**config.mk**
```make
export PLATFORM = sky130hd
export DESIGN_NAME = bht_update_ctrl_flat
export DESIGN_NICKNAME = d
export VERILOG_FILES = /design/src/rtl/bp_pkg.sv /design/src/rtl/bht_update_ctrl_if.sv /design/src/rtl/bht_update_ctrl_upd_fifo.sv /design/src/rtl/bht_update_ctrl.sv /design/src/flat_wrapper.sv
export SDC_FILE = /design/constraint.sdc
export NUM_CORES = 2
export LEC_CHECK = 0
export CAP_MARGIN = 10
export CORE_UTILIZATION = 50
export CTS_BUF_LIST = sky130_fd_sc_hd__clkbuf_8
export DETAILED_ROUTE_END_ITERATION = 6
export PLACE_DENSITY = 0.67
export SYNTH_ARGS = -nofsm -noshare
export SYNTH_HDL_FRONTEND = slang
export SYNTH_SLANG_ARGS = --single-unit
```
**constraint.sdc**
```tcl
create_clock -name clk -period 89.8 [get_ports clk]
set_input_delay 17.96 -clock clk [delete_from_list [all_inputs] [get_ports clk]]
set_output_delay 17.96 -clock clk [all_outputs]
set_load 0.01 [all_outputs]
```
**src/rtl/bp_pkg.sv**
```systemverilog
// bp_pkg: shared BHT sizes, counter/update-entry types, FSM states and saturating counter helpers
package bp_pkg;
  localparam int IDX_W = 10;
  typedef logic [1:0] bht_cnt_t;
  typedef logic [IDX_W-1:0] bht_idx_t;
  localparam bht_cnt_t BHT_INIT = 2'b01;
  typedef struct packed {
    bht_idx_t idx;
    logic     taken;
  } upd_entry_t;
  typedef enum logic {INIT, RUN} ctrl_state_t;
  function automatic bht_cnt_t sat_inc(bht_cnt_t c);
    return &c ? c : c + 2'd1;
  endfunction
  function automatic bht_cnt_t sat_dec(bht_cnt_t c);
    return |c ? c - 2'd1 : c;
  endfunction
  function automatic bht_cnt_t bht_step(bht_cnt_t c, logic t);
    return t ? sat_inc(c) : sat_dec(c);
  endfunction
endpackage

```
**src/rtl/bht_update_ctrl_if.sv**
```systemverilog
// bht_update_ctrl_if: lookup (lk_valid/lk_pc -> lk_grant/lk_counter/lk_taken), update (upd_valid/upd_pc/upd_taken -> upd_ready) and init_busy; master = requesters, slave = BHT
interface bht_update_ctrl_if;
  import bp_pkg::*;
  logic        lk_valid;
  logic [31:0] lk_pc;
  logic        lk_grant;
  bht_cnt_t    lk_counter;
  logic        lk_taken;
  logic        upd_valid;
  logic [31:0] upd_pc;
  logic        upd_taken;
  logic        upd_ready;
  logic        init_busy;
  modport master (output lk_valid, lk_pc, upd_valid, upd_pc, upd_taken,
                  input lk_grant, lk_counter, lk_taken, upd_ready, init_busy);
  modport slave (input lk_valid, lk_pc, upd_valid, upd_pc, upd_taken,
                 output lk_grant, lk_counter, lk_taken, upd_ready, init_busy);
endinterface

```
**src/rtl/bht_update_ctrl_upd_fifo.sv**
```systemverilog
// upd_fifo: sync FIFO of upd_entry_t; ports clk, rst, push/din, pop, full, empty, count, ents (contents oldest-first, ents[0] = head)
module upd_fifo import bp_pkg::*; #(
  parameter int DEPTH = 4,
  localparam int AW = $clog2(DEPTH)
) (
  input  logic                   clk,
  input  logic                   rst,
  input  logic                   push,
  input  upd_entry_t             din,
  input  logic                   pop,
  output logic                   full,
  output logic                   empty,
  output logic [AW:0]            count,
  output upd_entry_t [DEPTH-1:0] ents
);
  upd_entry_t [DEPTH-1:0] mem;
  logic [AW-1:0] rd, wr;
  logic do_push, do_pop;
  assign full = count == (AW+1)'(DEPTH);
  assign empty = count == '0;
  assign do_push = push & ~full;
  assign do_pop = pop & ~empty;
  always_ff @(posedge clk)
    if (rst) begin
      rd <= '0;
      wr <= '0;
      count <= '0;
    end else begin
      if (do_push) mem[wr] <= din;
      wr <= wr + AW'(do_push);
      rd <= rd + AW'(do_pop);
      count <= count + (AW+1)'(do_push) - (AW+1)'(do_pop);
    end
  always_comb
    for (int i = 0; i < DEPTH; i++) ents[i] = mem[rd + AW'(i)];
endmodule

```
**src/rtl/bht_update_ctrl.sv**
```systemverilog
// bht_update_ctrl: 2-bit BHT with init sweep, one port shared by IF lookups and buffered EX updates; ports clk, rst, bus (slave); BHT_FWD_EN forwards the youngest pending update into lookups
module bht_update_ctrl import bp_pkg::*; #(
  parameter int       UPD_DEPTH = 4,
  parameter bht_cnt_t INIT_CNT = BHT_INIT
) (
  input logic clk,
  input logic rst,
  bht_update_ctrl_if.slave bus
);
  localparam int ENTRIES = 1 << IDX_W;
  localparam int AW = $clog2(UPD_DEPTH);
  ctrl_state_t state;
  bht_idx_t sweep_idx, lk_idx;
  bht_cnt_t bht [ENTRIES];
  bht_cnt_t raw, cnt;
  logic full, empty, run, drain;
  logic [AW:0] count;
  upd_entry_t [UPD_DEPTH-1:0] ents;
  logic unused_pc;
  assign run = state == RUN;
  assign lk_idx = bus.lk_pc[IDX_W+1:2];
  assign raw = bht[lk_idx];
  assign drain = run & ~empty & (full | ~bus.lk_valid);
  assign bus.upd_ready = run & ~full;
  assign bus.lk_grant = run & bus.lk_valid & ~full;
  assign bus.lk_counter = bus.lk_grant ? cnt : '0;
  assign bus.lk_taken = bus.lk_grant & bus.lk_counter[1];
  assign unused_pc = ^{bus.lk_pc[31:IDX_W+2], bus.lk_pc[1:0], bus.upd_pc[31:IDX_W+2], bus.upd_pc[1:0]};
  upd_fifo #(.DEPTH(UPD_DEPTH)) u_fifo (
    .clk(clk),
    .rst(rst),
    .push(bus.upd_valid & bus.upd_ready),
    .din('{idx: bus.upd_pc[IDX_W+1:2], taken: bus.upd_taken}),
    .pop(drain),
    .full(full),
    .empty(empty),
    .count(count),
    .ents(ents)
  );
`ifdef BHT_FWD_EN
  always_comb begin
    cnt = raw;
    for (int i = 0; i < UPD_DEPTH; i++)
      if ((AW+1)'(i) < count && ents[i].idx == lk_idx) cnt = bht_step(raw, ents[i].taken);
  end
`else
  logic unused_fwd;
  assign cnt = raw;
  assign unused_fwd = ^{count, ents};
`endif
  always_ff @(posedge clk)
    if (rst) begin
      state <= INIT;
      sweep_idx <= '0;
      bus.init_busy <= 1'b1;
    end else if (state == INIT) begin
      sweep_idx <= sweep_idx + 1'b1;
      state <= &sweep_idx ? RUN : INIT;
      bus.init_busy <= ~&sweep_idx;
    end
  always_ff @(posedge clk)
    if (!rst) begin
      if (!run) bht[sweep_idx] <= INIT_CNT;
      else if (drain) bht[ents[0].idx] <= bht_step(bht[ents[0].idx], ents[0].taken);
    end
endmodule

```
**src/flat_wrapper.sv**
```systemverilog
// flat-port wrapper written by rule: the top's interface ports become plain ports
module bht_update_ctrl_flat import bp_pkg::*;
#(
  parameter int       UPD_DEPTH = 4,
  parameter bht_cnt_t INIT_CNT = BHT_INIT
)
  (clk, rst, bus_lk_valid, bus_lk_pc, bus_upd_valid, bus_upd_pc, bus_upd_taken, bus_lk_grant, bus_lk_counter, bus_lk_taken, bus_upd_ready, bus_init_busy);
  bht_update_ctrl_if bus_i ();
  input logic clk;
  input logic rst;
  input wire logic [$bits(bus_i.lk_valid)-1:0] bus_lk_valid;
  input wire logic [$bits(bus_i.lk_pc)-1:0] bus_lk_pc;
  input wire logic [$bits(bus_i.upd_valid)-1:0] bus_upd_valid;
  input wire logic [$bits(bus_i.upd_pc)-1:0] bus_upd_pc;
  input wire logic [$bits(bus_i.upd_taken)-1:0] bus_upd_taken;
  output wire logic [$bits(bus_i.lk_grant)-1:0] bus_lk_grant;
  output wire logic [$bits(bus_i.lk_counter)-1:0] bus_lk_counter;
  output wire logic [$bits(bus_i.lk_taken)-1:0] bus_lk_taken;
  output wire logic [$bits(bus_i.upd_ready)-1:0] bus_upd_ready;
  output wire logic [$bits(bus_i.init_busy)-1:0] bus_init_busy;
  assign bus_i.lk_valid = bus_lk_valid;
  assign bus_i.lk_pc = bus_lk_pc;
  assign bus_i.upd_valid = bus_upd_valid;
  assign bus_i.upd_pc = bus_upd_pc;
  assign bus_i.upd_taken = bus_upd_taken;
  assign bus_lk_grant = bus_i.lk_grant;
  assign bus_lk_counter = bus_i.lk_counter;
  assign bus_lk_taken = bus_i.lk_taken;
  assign bus_upd_ready = bus_i.upd_ready;
  assign bus_init_busy = bus_i.init_busy;
  bht_update_ctrl #(.UPD_DEPTH(UPD_DEPTH), .INIT_CNT(INIT_CNT)) u_core (.clk(clk), .rst(rst), .bus(bus_i));
endmodule
```
==> reports/metrics.json <==
{
  "mapped_nets": {"value": 6840},
  "yosys_register_bits": {"value": 2111},
  "clock_tree.htree_level_count": {"value": 5},
  "cts_made_buffers": {"value": 358},
  "power": {"value": 1.92, "unit": "mW"},
  "yosysUniqueCellTypes": {"value": 65},
  "final-seq-area": {"value": 63200, "unit": "um2"},
  "synth.cell_area": {"value": 104000, "unit": "um2"},
  "numPortBuffers": {"value": 30},
  "floorplan.core_area": {"value": 206000, "unit": "um2"},
  "cts_max_path_buffers": {"value": 4},
  "number_of_antenna_violations_at_the_first_check_in_global_routing": {"value": 19},
  "synth.avg_cell_area": {"value": 15.4, "unit": "um2"},
  "run_status": {"value": "complete, no violations"},
  "final_max_slew_viol_count": {"value": 0},
  "critical_path.endpoint_type": {"value": "primary output"},
  "cts_hold_buf": {"value": 0},
  "tritoncts_num_sinks": {"value": 2111},
  "maxCapViolCount": {"value": 0},
  "fp-row-count": {"value": 166},
  "worstPathRequired": {"value": 71840, "unit": "ps"},
  "vias": {"value": 68864},
  "cp_data_arrival_time": {"value": 24840, "unit": "ps"},
  "place_congestion": {"value": 0.898},
  "yosysSeqAreaShare": {"value": 0.608},
  "synth_async_sr_flop_share": {"value": 0},
  "hold_path.class": {"value": "reg2reg"},
  "grt.total_usage": {"value": 0.329},
  "synth_enable_flop_cells": {"value": 2092},
  "static-leakage-power": {"value": 36.2, "unit": "nW"},
  "timing.fmax": {"value": 23.4, "unit": "MHz"},
  "clockRootBuffer": {"value": "sky130_fd_sc_hd__clkbuf_8"},
  "clkTransAtPathRegs": {"value": 60, "unit": "ps"},
  "finalCritPeriodShare": {"value": 0.477},
  "crit_path_start": {"value": "bus_lk_pc[2]"},
  "period_minus_slack": {"value": 42800, "unit": "ps"},
  "launch_point_of_the_worst_reg_to_reg_path": {"value": "u_core.u_fifo.rd[0]$_SDFF_PP0_"},
  "post_synthesis_cell_count": {"value": 6765},
  "grt_pass1_vias": {"value": 67466},
  "floorplan.initialDensity": {"value": 0.505},
  "numPlacedInstances": {"value": 9023},
  "tightestPinTransition": {"value": 1370, "unit": "ps"},
  "cts_setup_buffers": {"value": 0},
  "final-setup-viol-count": {"value": 0},
  "finish.cell_count_without_fillers": {"value": 9649},
  "dp.final_hpwl": {"value": 199000, "unit": "um"},
  "holdCritStartpoint": {"value": "u_core.bus.init_busy$_SDFFE_PP1N_"},
  "setup.worst_path.start_class": {"value": "primary input"},
  "cts_tree": {"value": "yes"},
  "finalClockSkew": {"value": 88.2, "unit": "ps"},
  "timing.final.ws_setup": {"value": 47000, "unit": "ps"},
  "route.detailed.vias_per_inst": {"value": 7.14},
  "irDropWorstVdd": {"value": 0.0139, "unit": "mV"},
  "routed_wirelength": {"value": 347000, "unit": "um"},
  "timing.slew.headroom": {"value": 0.0892},
  "number_of_nets_in_the_layout": {"value": 6776},
  "chipHeight": {"value": 458, "unit": "um"},
  "drt_iter0_drc": {"value": 11212},
  "io_pins": {"value": 75},
  "drive_gt1_frac": {"value": 0.233},
  "nFillCells": {"value": 16118},
  "power-per-cell-area": {"value": 17.0, "unit": "nW/um2"},
  "flow.area_growth_from_synthesis": {"value": 9.02, "unit": "%"},
  "drtPass1Iterations": {"value": 6},
  "utilization": {"value": 0.551},
  "pre_cts_ws": {"value": 47010, "unit": "ps"},
  "clock_latency": {"value": 1120, "unit": "ps"},
  "cts_resized": {"value": 0},
  "multi_input_comb_area": {"value": 38400, "unit": "um2"},
  "finalSetupTns": {"value": 0, "unit": "ps"},
  "avgRoutedWirePerCell": {"value": 36.0, "unit": "um"},
  "setup.worst_path.class": {"value": "in2out"},
  "synth_ff_type": {"value": "sky130_fd_sc_hd__edfxtp_1"},
  "drc_errors": {"value": 0},
  "grt_setup_unrepaired": {"value": "false"},
  "wire_length_of_the_first_global_routing_pass": {"value": 488000, "unit": "um"},
  "die-area": {"value": 210000, "unit": "um2"},
  "yosys_warnings": {"value": 0},
  "worstPathMaxFanout": {"value": 94},
  "grt_start_max_net_pins": {"value": 262},
  "final_hold_viol_count": {"value": 0},
  "fp.dieW": {"value": 458, "unit": "um"},
  "sum_of_overflow_across_all_layers_after_global_routing": {"value": 0},
  "antenna_left": {"value": 0}
}
cells in the final DEF (no fill, tap or decap), types with 31 or more instances in the layout:
cell type and count:
sky130_fd_sc_hd__a211oi_1 84, sky130_fd_sc_hd__a21oi_1 104, sky130_fd_sc_hd__a221oi_1 67, sky130_fd_sc_hd__a22oi_1 79, sky130_fd_sc_hd__a311oi_1 51, sky130_fd_sc_hd__a31oi_1 40, sky130_fd_sc_hd__buf_4 156, sky130_fd_sc_hd__clkbuf_8 369
sky130_fd_sc_hd__clkinv_1 75, sky130_fd_sc_hd__clkinv_2 49, sky130_fd_sc_hd__edfxtp_1 2092, sky130_fd_sc_hd__inv_1 116, sky130_fd_sc_hd__mux2_2 31, sky130_fd_sc_hd__mux2i_1 394, sky130_fd_sc_hd__mux4_2 898, sky130_fd_sc_hd__nand2_1 508
sky130_fd_sc_hd__nand3_1 105, sky130_fd_sc_hd__nand4_1 31, sky130_fd_sc_hd__nor2_1 1098, sky130_fd_sc_hd__nor2b_1 87, sky130_fd_sc_hd__o211ai_1 34, sky130_fd_sc_hd__o21ai_0 83
registers in the layout, indices dropped and copies added, names as in the netlist:
signal	flops
u_core.u_fifo.rd	2
u_core.bus.init_busy	1
u_core.bht	2048
u_core.u_fifo.wr	2
u_core.sweep_idx	10
u_core.u_fifo.count	3
u_core.u_fifo.mem	44
u_core.run	1
worst max-delay path: stages:
cell	delay (ps)
sky130_fd_sc_hd__buf_8	500
sky130_fd_sc_hd__buf_4	800
sky130_fd_sc_hd__buf_4	780
sky130_fd_sc_hd__buf_12	650
sky130_fd_sc_hd__mux4_2	640
sky130_fd_sc_hd__mux4_2	510
sky130_fd_sc_hd__mux4_2	600
sky130_fd_sc_hd__mux4_2	620
sky130_fd_sc_hd__mux4_2	640
sky130_fd_sc_hd__and2_1	230
sky130_fd_sc_hd__clkdlybuf4s50_1	480
Yosys cell counts (all sizes together), types with 7 or more instances:
| cell | count | area share |
|---|---|---|
| nand3b | 8 | 0.00058 |
| mux2i | 395 | 0.038 |
| edfxtp | 2092 | 0.60 |
| nand2 | 525 | 0.019 |
| a221o | 7 | 0.00067 |
| nor2 | 1104 | 0.040 |
| o21ai | 87 | 0.0042 |
| a211oi | 84 | 0.0061 |
| nand2b | 8 | 0.00048 |
| buf | 262 | 0.013 |
| inv | 20 | 0.00072 |
| a21oi | 105 | 0.0051 |
| a22oi | 79 | 0.0057 |
| nand3 | 120 | 0.0058 |
| a221oi | 67 | 0.0056 |
| a311oi | 51 | 0.0043 |
| o211a | 17 | 0.0016 |
| mux4 | 902 | 0.20 |
| a21boi | 7 | 0.00051 |
| a2111oi | 8 | 0.00067 |
| mux2 | 35 | 0.0038 |
| nand4 | 31 | 0.0019 |
| a31oi | 40 | 0.0024 |
| a32oi | 14 | 0.0012 |
| o22ai | 12 | 0.00072 |
| and3 | 25 | 0.0015 |
| o2111ai | 13 | 0.0011 |
| a32o | 8 | 0.00077 |
| nor3 | 21 | 0.0010 |
| and2 | 9 | 0.00054 |
| nor4 | 12 | 0.00072 |
| o31ai | 7 | 0.00051 |
| or4 | 7 | 0.00051 |
| nor2b | 91 | 0.0055 |
| xor2 | 7 | 0.00059 |
| clkbuf | 365 | 0.013 |
| o211ai | 34 | 0.0025 |
| dfxtp | 19 | 0.0037 |
path summary, 6_finish.rpt:
check / endpoint / slack (ps) / cells past startpoint
worst max-delay path: bus_lk_taken / 47000 / 11
worst min-delay path: u_core.bus.init_busy$_SDFFE_PP1N_ / 500 / 2
worst max register to register: u_core.bht[530][0]$_DFFE_PP_ / 80040 / 19
worst min register to register: u_core.bus.init_busy$_SDFFE_PP1N_ / 500 / 2
kinds of logic (layout without fill, tap and decap cells):
| logic type | Yosys count | count (layout) | synth area share |
|---|---|---|---|
| mux | 1332 | 1332 | 0.237 |
| other cells | 0 | 13 | 0 |
| fa+ha+maj | 6 | 6 | 0.000795 |
| flops | 2111 | 2111 | 0.608 |
| simple gates | 1976 | 1976 | 0.0783 |
| compound gates | 680 | 680 | 0.0470 |
| buf+inv | 647 | 830 | 0.0274 |
| xor+xnor | 13 | 13 | 0.00110 |
metal layers:
layer / track usage / wire, um / part of all wire / vias up
met5: 0 / 57 / 0.00016 / -
met4: 0.192 / 21900 / 0.063 / 8
met3: 0.0900 / 47500 / 0.14 / 1101
met2: 0.494 / 157000 / 0.45 / 5495
met1: 0.430 / 121000 / 0.35 / 35357
li1: - / - / - / 26903
metrics by stage:
stage          hold slack [ps]  area [um2]
6_report                   500      113000
5_1_grt                    528      113000
4_1_cts                    516      113000
3_5_place_dp               507      107000
3_3_place_gp               469      107000
2_1_floorplan              467      104000
report_power, final:
group | total, mW | internal [mW] | switching (mW)
clock network | 0.807 | 0.410 | 0.396
logic | 0.0471 | 0.0175 | 0.0297
registers | 1.07 | 1.07 | 0.000285
total | 1.92 | 1.49 | 0.426
cell type report:
cell class,instances,share of cell area
Multi-Input combinational cell,4007,0.339
Timing Repair Buffer,203,0.0165
Clock inverter,238,0.0113
Inverter,20,0.000663
Sequential cell,2111,0.558
Clock buffer,369,0.0448
Tap cell,2688,0.0297
Antenna cell,13,0.000287
(Power assumes the default switching activity.)
